==> src/rtl/apb_req_arbiter_if.sv <==
// Request/response and APB bus signals shared between the arbiter and its environment.
// The master modport is the arbiter's view; the slave modport is the requesters plus the APB slave.
interface apb_req_arbiter_if #(
    parameter int NUM_REQ    = 2,
    parameter int ADDR_WIDTH = 32,
    parameter int DATA_WIDTH = 32
);
    logic [NUM_REQ-1:0]            req_valid;
    logic [NUM_REQ-1:0]            req_ready;
    logic [NUM_REQ-1:0]            req_write;
    logic [NUM_REQ*ADDR_WIDTH-1:0] req_addr;
    logic [NUM_REQ*DATA_WIDTH-1:0] req_wdata;
    logic [NUM_REQ-1:0]            rsp_valid;
    logic [DATA_WIDTH-1:0]         rsp_rdata;
    logic                          rsp_err;
    logic                          PSEL;
    logic                          PENABLE;
    logic                          PWRITE;
    logic [ADDR_WIDTH-1:0]         PADDR;
    logic [DATA_WIDTH-1:0]         PWDATA;
    logic [DATA_WIDTH-1:0]         PRDATA;
    logic                          PREADY;
    logic                          PSLVERR;

    modport master (
        input  req_valid, req_write, req_addr, req_wdata, PRDATA, PREADY, PSLVERR,
        output req_ready, rsp_valid, rsp_rdata, rsp_err, PSEL, PENABLE, PWRITE, PADDR, PWDATA
    );

    modport slave (
        output req_valid, req_write, req_addr, req_wdata, PRDATA, PREADY, PSLVERR,
        input  req_ready, rsp_valid, rsp_rdata, rsp_err, PSEL, PENABLE, PWRITE, PADDR, PWDATA
    );
endinterface

==> src/rtl/apb_req_arbiter.sv <==
// apb_req_arbiter: APB master front end sharing one APB bus among NUM_REQ requesters.
// Round-robin grant, SETUP/ACCESS sequencing with PREADY wait states, and a wait-cycle
// timeout that aborts a hung transfer and reports it as an error to the owner.
module apb_req_arbiter #(
    parameter int NUM_REQ    = 2,
    parameter int ADDR_WIDTH = 32,
    parameter int DATA_WIDTH = 32,
    parameter int TIMEOUT    = 16
) (
    input  logic              PCLK,
    input  logic              PRESETn,
    apb_req_arbiter_if.master bus
);
    localparam int IDX_W = (NUM_REQ > 1) ? $clog2(NUM_REQ) : 1;
    localparam int CNT_W = $clog2(TIMEOUT + 1);
    localparam logic [IDX_W-1:0] LAST_IDX  = IDX_W'(NUM_REQ - 1);
    localparam logic [CNT_W-1:0] CNT_LIMIT = CNT_W'(TIMEOUT - 1);

    typedef enum logic [1:0] {
        IDLE   = 2'd0,
        SETUP  = 2'd1,
        ACCESS = 2'd2
    } state_t;

    state_t                 state_q, state_d;
    logic [IDX_W-1:0]       rr_q, rr_d;
    logic [CNT_W-1:0]       cnt_q, cnt_d;
    logic                   write_q, write_d;
    logic [ADDR_WIDTH-1:0]  addr_q, addr_d;
    logic [DATA_WIDTH-1:0]  wdata_q, wdata_d;
    logic [IDX_W-1:0]       owner_q, owner_d;
    logic [NUM_REQ-1:0]     rsp_valid_q, rsp_valid_d;
    logic [DATA_WIDTH-1:0]  rsp_rdata_q, rsp_rdata_d;
    logic                   rsp_err_q, rsp_err_d;

    logic                   grant_found;
    logic [IDX_W-1:0]       grant_idx;
    logic                   grant_window;
    logic                   grant_take;
    logic [NUM_REQ-1:0]     req_ready_c;
    int                     cand;
    logic [IDX_W-1:0]       cand_idx;

    // Round-robin search for the first pending requester, starting at the pointer
    always_comb begin
        grant_found = 1'b0;
        grant_idx   = '0;
        cand        = 0;
        cand_idx    = '0;
        for (int i = 0; i < NUM_REQ; i++) begin
            cand = int'(rr_q) + i;
            if (cand >= NUM_REQ) begin
                cand = cand - NUM_REQ;
            end
            cand_idx = IDX_W'(cand);
            if (!grant_found && bus.req_valid[cand_idx]) begin
                grant_found = 1'b1;
                grant_idx   = cand_idx;
            end
        end
    end

    // A new transfer can be accepted when idle or in the completing ACCESS cycle, never in reset
    always_comb begin
        grant_window = PRESETn && ((state_q == IDLE) || ((state_q == ACCESS) && bus.PREADY));
        grant_take   = grant_window && grant_found;
        req_ready_c  = '0;
        if (grant_take) begin
            req_ready_c[grant_idx] = 1'b1;
        end
    end

    // Next state, request latching, wait-cycle counting and response capture
    always_comb begin
        state_d     = state_q;
        rr_d        = rr_q;
        cnt_d       = cnt_q;
        write_d     = write_q;
        addr_d      = addr_q;
        wdata_d     = wdata_q;
        owner_d     = owner_q;
        rsp_valid_d = '0;
        rsp_rdata_d = rsp_rdata_q;
        rsp_err_d   = rsp_err_q;

        case (state_q)
            IDLE: begin
                state_d = IDLE;
            end
            SETUP: begin
                state_d = ACCESS;
            end
            ACCESS: begin
                if (bus.PREADY) begin
                    rsp_valid_d[owner_q] = 1'b1;
                    rsp_rdata_d          = write_q ? '0 : bus.PRDATA;
                    rsp_err_d            = bus.PSLVERR;
                    state_d              = IDLE;
                end else if (cnt_q == CNT_LIMIT) begin
                    rsp_valid_d[owner_q] = 1'b1;
                    rsp_rdata_d          = '0;
                    rsp_err_d            = 1'b1;
                    cnt_d                = cnt_q + CNT_W'(1);
                    state_d              = IDLE;
                end else begin
                    cnt_d = cnt_q + CNT_W'(1);
                end
            end
            default: begin
                state_d = IDLE;
            end
        endcase

        if (grant_take) begin
            write_d = bus.req_write[grant_idx];
            addr_d  = bus.req_addr[int'(grant_idx)*ADDR_WIDTH +: ADDR_WIDTH];
            wdata_d = bus.req_wdata[int'(grant_idx)*DATA_WIDTH +: DATA_WIDTH];
            owner_d = grant_idx;
            rr_d    = (grant_idx == LAST_IDX) ? '0 : grant_idx + IDX_W'(1);
            cnt_d   = '0;
            state_d = SETUP;
        end
    end

    // State, latched request and registered response
    always_ff @(posedge PCLK or negedge PRESETn) begin
        if (!PRESETn) begin
            state_q     <= IDLE;
            rr_q        <= '0;
            cnt_q       <= '0;
            write_q     <= 1'b0;
            addr_q      <= '0;
            wdata_q     <= '0;
            owner_q     <= '0;
            rsp_valid_q <= '0;
            rsp_rdata_q <= '0;
            rsp_err_q   <= 1'b0;
        end else begin
            state_q     <= state_d;
            rr_q        <= rr_d;
            cnt_q       <= cnt_d;
            write_q     <= write_d;
            addr_q      <= addr_d;
            wdata_q     <= wdata_d;
            owner_q     <= owner_d;
            rsp_valid_q <= rsp_valid_d;
            rsp_rdata_q <= rsp_rdata_d;
            rsp_err_q   <= rsp_err_d;
        end
    end

    assign bus.req_ready = req_ready_c;
    assign bus.PSEL      = (state_q != IDLE);
    assign bus.PENABLE   = (state_q == ACCESS);
    assign bus.PWRITE    = write_q;
    assign bus.PADDR     = addr_q;
    assign bus.PWDATA    = wdata_q;
    assign bus.rsp_valid = rsp_valid_q;
    assign bus.rsp_rdata = rsp_rdata_q;
    assign bus.rsp_err   = rsp_err_q;
endmodule

==> src/flat_wrapper.sv <==
// flat-port wrapper written by rule: the top's interface ports become plain ports
module apb_req_arbiter_flat 
#(
    parameter int NUM_REQ    = 2,
    parameter int ADDR_WIDTH = 32,
    parameter int DATA_WIDTH = 32,
    parameter int TIMEOUT    = 16
)
  (PCLK, PRESETn, bus_req_valid, bus_req_write, bus_req_addr, bus_req_wdata, bus_PRDATA, bus_PREADY, bus_PSLVERR, bus_req_ready, bus_rsp_valid, bus_rsp_rdata, bus_rsp_err, bus_PSEL, bus_PENABLE, bus_PWRITE, bus_PADDR, bus_PWDATA);
  apb_req_arbiter_if #(.NUM_REQ(NUM_REQ), .ADDR_WIDTH(ADDR_WIDTH), .DATA_WIDTH(DATA_WIDTH)) bus_i ();
  input  logic PCLK;
  input  logic PRESETn;
  input wire logic [$bits(bus_i.req_valid)-1:0] bus_req_valid;
  input wire logic [$bits(bus_i.req_write)-1:0] bus_req_write;
  input wire logic [$bits(bus_i.req_addr)-1:0] bus_req_addr;
  input wire logic [$bits(bus_i.req_wdata)-1:0] bus_req_wdata;
  input wire logic [$bits(bus_i.PRDATA)-1:0] bus_PRDATA;
  input wire logic [$bits(bus_i.PREADY)-1:0] bus_PREADY;
  input wire logic [$bits(bus_i.PSLVERR)-1:0] bus_PSLVERR;
  output wire logic [$bits(bus_i.req_ready)-1:0] bus_req_ready;
  output wire logic [$bits(bus_i.rsp_valid)-1:0] bus_rsp_valid;
  output wire logic [$bits(bus_i.rsp_rdata)-1:0] bus_rsp_rdata;
  output wire logic [$bits(bus_i.rsp_err)-1:0] bus_rsp_err;
  output wire logic [$bits(bus_i.PSEL)-1:0] bus_PSEL;
  output wire logic [$bits(bus_i.PENABLE)-1:0] bus_PENABLE;
  output wire logic [$bits(bus_i.PWRITE)-1:0] bus_PWRITE;
  output wire logic [$bits(bus_i.PADDR)-1:0] bus_PADDR;
  output wire logic [$bits(bus_i.PWDATA)-1:0] bus_PWDATA;
  assign bus_i.req_valid = bus_req_valid;
  assign bus_i.req_write = bus_req_write;
  assign bus_i.req_addr = bus_req_addr;
  assign bus_i.req_wdata = bus_req_wdata;
  assign bus_i.PRDATA = bus_PRDATA;
  assign bus_i.PREADY = bus_PREADY;
  assign bus_i.PSLVERR = bus_PSLVERR;
  assign bus_req_ready = bus_i.req_ready;
  assign bus_rsp_valid = bus_i.rsp_valid;
  assign bus_rsp_rdata = bus_i.rsp_rdata;
  assign bus_rsp_err = bus_i.rsp_err;
  assign bus_PSEL = bus_i.PSEL;
  assign bus_PENABLE = bus_i.PENABLE;
  assign bus_PWRITE = bus_i.PWRITE;
  assign bus_PADDR = bus_i.PADDR;
  assign bus_PWDATA = bus_i.PWDATA;
  apb_req_arbiter #(.NUM_REQ(NUM_REQ), .ADDR_WIDTH(ADDR_WIDTH), .DATA_WIDTH(DATA_WIDTH), .TIMEOUT(TIMEOUT)) u_core (.PCLK(PCLK), .PRESETn(PRESETn), .bus(bus_i));
endmodule
==> config.mk <==
export PLATFORM = sky130hd
export DESIGN_NAME = apb_req_arbiter_flat
export DESIGN_NICKNAME = d
export VERILOG_FILES = /design/src/rtl/apb_req_arbiter_if.sv /design/src/rtl/apb_req_arbiter.sv /design/src/flat_wrapper.sv
export SDC_FILE = /design/constraint.sdc
export NUM_CORES = 1
export LEC_CHECK = 0
export CAP_MARGIN = 5
export CORE_MARGIN = 2
export CORE_UTILIZATION = 41
export CTS_BUF_LIST = sky130_fd_sc_hd__clkbuf_8
export CTS_CLUSTER_DIAMETER = 200
export DETAILED_ROUTE_END_ITERATION = 16
export HOLD_SLACK_MARGIN = 0.02
export PLACE_DENSITY = 0.9
export SYNTH_ARGS = -nofsm -noshare
export SYNTH_HDL_FRONTEND = slang
export SYNTH_SLANG_ARGS = --single-unit
==> constraint.sdc <==
create_clock -name PCLK -period 2.2 [get_ports PCLK]
set_input_delay 0.44 -clock PCLK [delete_from_list [all_inputs] [get_ports PCLK]]
set_output_delay 0.44 -clock PCLK [all_outputs]
set_load 0.005 [all_outputs]
==> impl_results.md <==
- Worst Setup End Kind: output pin
- Fin nets: 913
- Setup violations, final: 0
- Startpoint types: primary input
- Maximum VDD drop: ~0.43 mV
- TritonCTS clock tree: built
- Vias in the first global route: slightly above 5000
- Clk_lat worst skew: between 0.3 and 0.4 ns
- Post-DR wirelength/cell: between 15 and 20 um
- GRT Overall Usage: 0.246
- Slew HR: 0.380
- Std-Cell Rows: 41
- Total gr overflow: 0
- Power Density: a little under 900 nW/um^2
- Int Pwr: 4.98 mW
- Critical Path RT: 1.76 ns
- Sw Share: 0.301
- Fin. max-slew vios: 0
- First-pass GRT wire length: 26.4 mm
- Syn Nets: roughly 680
- Tcrit/Tclk final: 0.964
- Tmin final: 2.12 ns
- Post-synth top area cell: dfrtp_1
- Maximum clock frequency: ~470 MHz
- Synth area leaders: dfrtp_1, a31oi_1, nand3b_1
- Filler cells: 939
- Top-area cell type share of the netlist area: 0.528
- Largest net degree at the start of global routing: ~130
- Pleak: approximately 3.1 nW
- Layout cells sized above 1: 0.0561
- Seq pwr share: 0.420
- Boundary pin count: roughly 270
- Setup TNS: 0 ns
- Vias/cell: 5.78
- FF+latch count, synth: about 110
- Max-cap viol count: 0
- Post-synthesis sequential area ratio: 0.528
- Post-DRT Antenna Nets: 0
- Gpl congestion: ~0.8
- Final hold violation count: 0
- Gate Count Post-Synth: 509
- CTS clk-pin slew, worst paths: roughly 0.1 ns
- Number of H-tree levels: 3
- First-pass iteration count of the detailed router: 5
- Via count: 5317
- Setup Fix Bufs, Post-CTS: 0
- Comb power frac: 0.407
- Status: completed
- Initial antenna violation count: 0
- Drt drc: 0
- Core area: about 12000 um^2
- Total Wirelength: 17.1 mm
- Clock skew: 0.0106 ns
- Chip Width: between 100 and 150 um
- Avg Inst Size Synth: 10.2 um^2
- Clk root buf: clkbuf_8
- Post-route cell area: approximately 8200 um^2
- DIE AREA: roughly 14000 um^2
- Placement Cell Area: around 8000 um^2
- Synthesized area: around 5200 um^2
- Unique masters post-synth: 30
- # diodes: 0
- Initial Util: 0.415
- Clock sink count: 109
- CTS buffer count: 9
- Clk pwr share: 0.172
- Class of the worst hold path: in -> async
- CP Class: in -> out
- Die H: approximately 120 um
- Clock buffer depth: 2
- Worst slew pin tran: 0.930 ns
- Initial DRC Count: just over 400
- Worst endpoint data arrival time: roughly 1.7 ns
- Layout area overhead: 58.6%
- Number of I/O port buffers: 271
- Yosys warnings: 0
- End-of-flow core utilization: 0.658
- CTS Hold Bufs: 0
- Sw power: around 2.1 mW
- Placed wire-length estimate: 11.8 mm
- Crit-path max FO: 3
-- Yosys cell counts --
| cell | count |
|---|---|
| ha_1 | 2 |
| nor2_1 | 8 |
| a31oi_1 | 130 |
| dfrtp_1 | 109 |
| o21ai_1 | 1 |
| xnor2_1 | 2 |
| a22o_1 | 32 |
| or2_2 | 2 |
| nor3b_1 | 1 |
| inv_1 | 3 |
| mux2i_1 | 2 |
| nand3_1 | 1 |
| a211oi_1 | 1 |
| or3_1 | 1 |
| clkbuf_1 | 42 |
| buf_1 | 5 |
| or3b_1 | 1 |
| and2_1 | 1 |
| nor4bb_1 | 1 |
| buf_4 | 1 |
| o21ai_0 | 66 |
| nand2_1 | 3 |
| nand2b_1 | 2 |
| a21oi_1 | 3 |
| inv_2 | 1 |
| mux2_2 | 1 |
| nor2b_1 | 4 |
| and3_1 | 2 |
| nand3b_1 | 66 |
| buf_2 | 15 |
-- final timing paths --
kind	start	endpoint	slack, ns	cells past startpoint
worst max-delay path	bus_req_valid[0]	bus_req_ready[0]	0.08	5
worst min-delay path	PRESETn	u_core.bus.rsp_rdata[17]	0.32	2
worst max register to register	u_core.state_q[0]	u_core.bus.PWDATA[20]	0.28	5
worst min register to register	u_core.owner_q	u_core.bus.rsp_valid[0]	0.44	1
max in group asynchronous	PRESETn	u_core.bus.PWDATA[9]	0.81	3
min in group PCLK	u_core.owner_q	u_core.bus.rsp_valid[0]	0.44	1
-- kinds of logic after synthesis --
family	Yosys count	synth area share
muxes	3	0.00605
adders and majority gates	2	0.00484
buffers and inverters	67	0.0530
xor gates and xnor gates	2	0.00339
AOI/OAI and AO/OA	233	0.281
and+or+nand+nor	93	0.124
DFF	109	0.528
-- flip-flops by register name (all words and copies together), names as in the netlist --
signal / flops
u_core.bus.PADDR: 32
u_core.bus.PWDATA: 32
u_core.bus.PWRITE: 1
u_core.rr_q: 1
u_core.bus.rsp_valid: 2
u_core.state_q: 2
u_core.owner_q: 1
u_core.bus.rsp_rdata: 32
u_core.bus.rsp_err: 1
u_core.cnt_q: 5
-- what timing repair did --
item / in CTS / in global routing
resized for setup: 2 / 2
endpoints found under the setup margin: 2 / 2
cloned: 0 / 0
-- power groups by stage --
stage	logic, mW	registers, mW	clock network (mW)
CTS	2.92	3.00	1.27
global route	3.16	3.06	1.35
detailed placement	2.91	3.03	0
finish	2.90	2.99	1.23
floorplan	1.03	3.02	0
global placement	2.84	2.99	0
-- layer usage --
layer / part of all wire / GRT usage
met5: 0 / 0
met4: 0.024 / 0.0802
met3: 0.098 / 0.0664
met2: 0.48 / 0.419
met1: 0.40 / 0.305
-- worst max-delay path, stage by stage --
cell and delay (ns):
clkdlybuf4s50_1 0.44, or2_4 0.24, and3_4 0.15, and2_1 0.14
dlygate4sd2_1 0.26
-- placed cells by master (no fill, tap or decap), types with 3 or more instances in the layout --
| cell type | instances |
|---|---|
| a21oi_1 | 3 |
| a22o_1 | 32 |
| a31oi_1 | 130 |
| buf_4 | 14 |
| clkbuf_8 | 10 |
| clkdlybuf4s50_1 | 267 |
| dfrtp_1 | 109 |
| inv_1 | 4 |
| nand2_1 | 3 |
| nand3b_1 | 66 |
| nor2_1 | 7 |
| o21ai_0 | 66 |
-- per-stage QoR --
step                      hold slack (ns)  cells  setup slack, ns  power, mW
after global placement              0.417    904           -0.166       5.83
after floorplan                     0.144    509            0.494       4.05
final                               0.317    920           0.0796       7.12
after detailed placement            0.442    904           -0.194       5.95
after CTS                           0.326    920          0.00226       7.18
after global routing                0.360    920         -0.00495       7.56
-- layout make-up --
class	instances	area, um^2	share of cell area
sequential	109	2730	0.333
multi-input combinational	333	2200	0.268
clock inverter	6	62.6	0.00763
clock buffer	10	138	0.0168
inverter	4	15.0	0.00183
tap	172	215	0.0263
timing repair buffer	286	2840	0.346
Power figures use the tool's default switching activity.
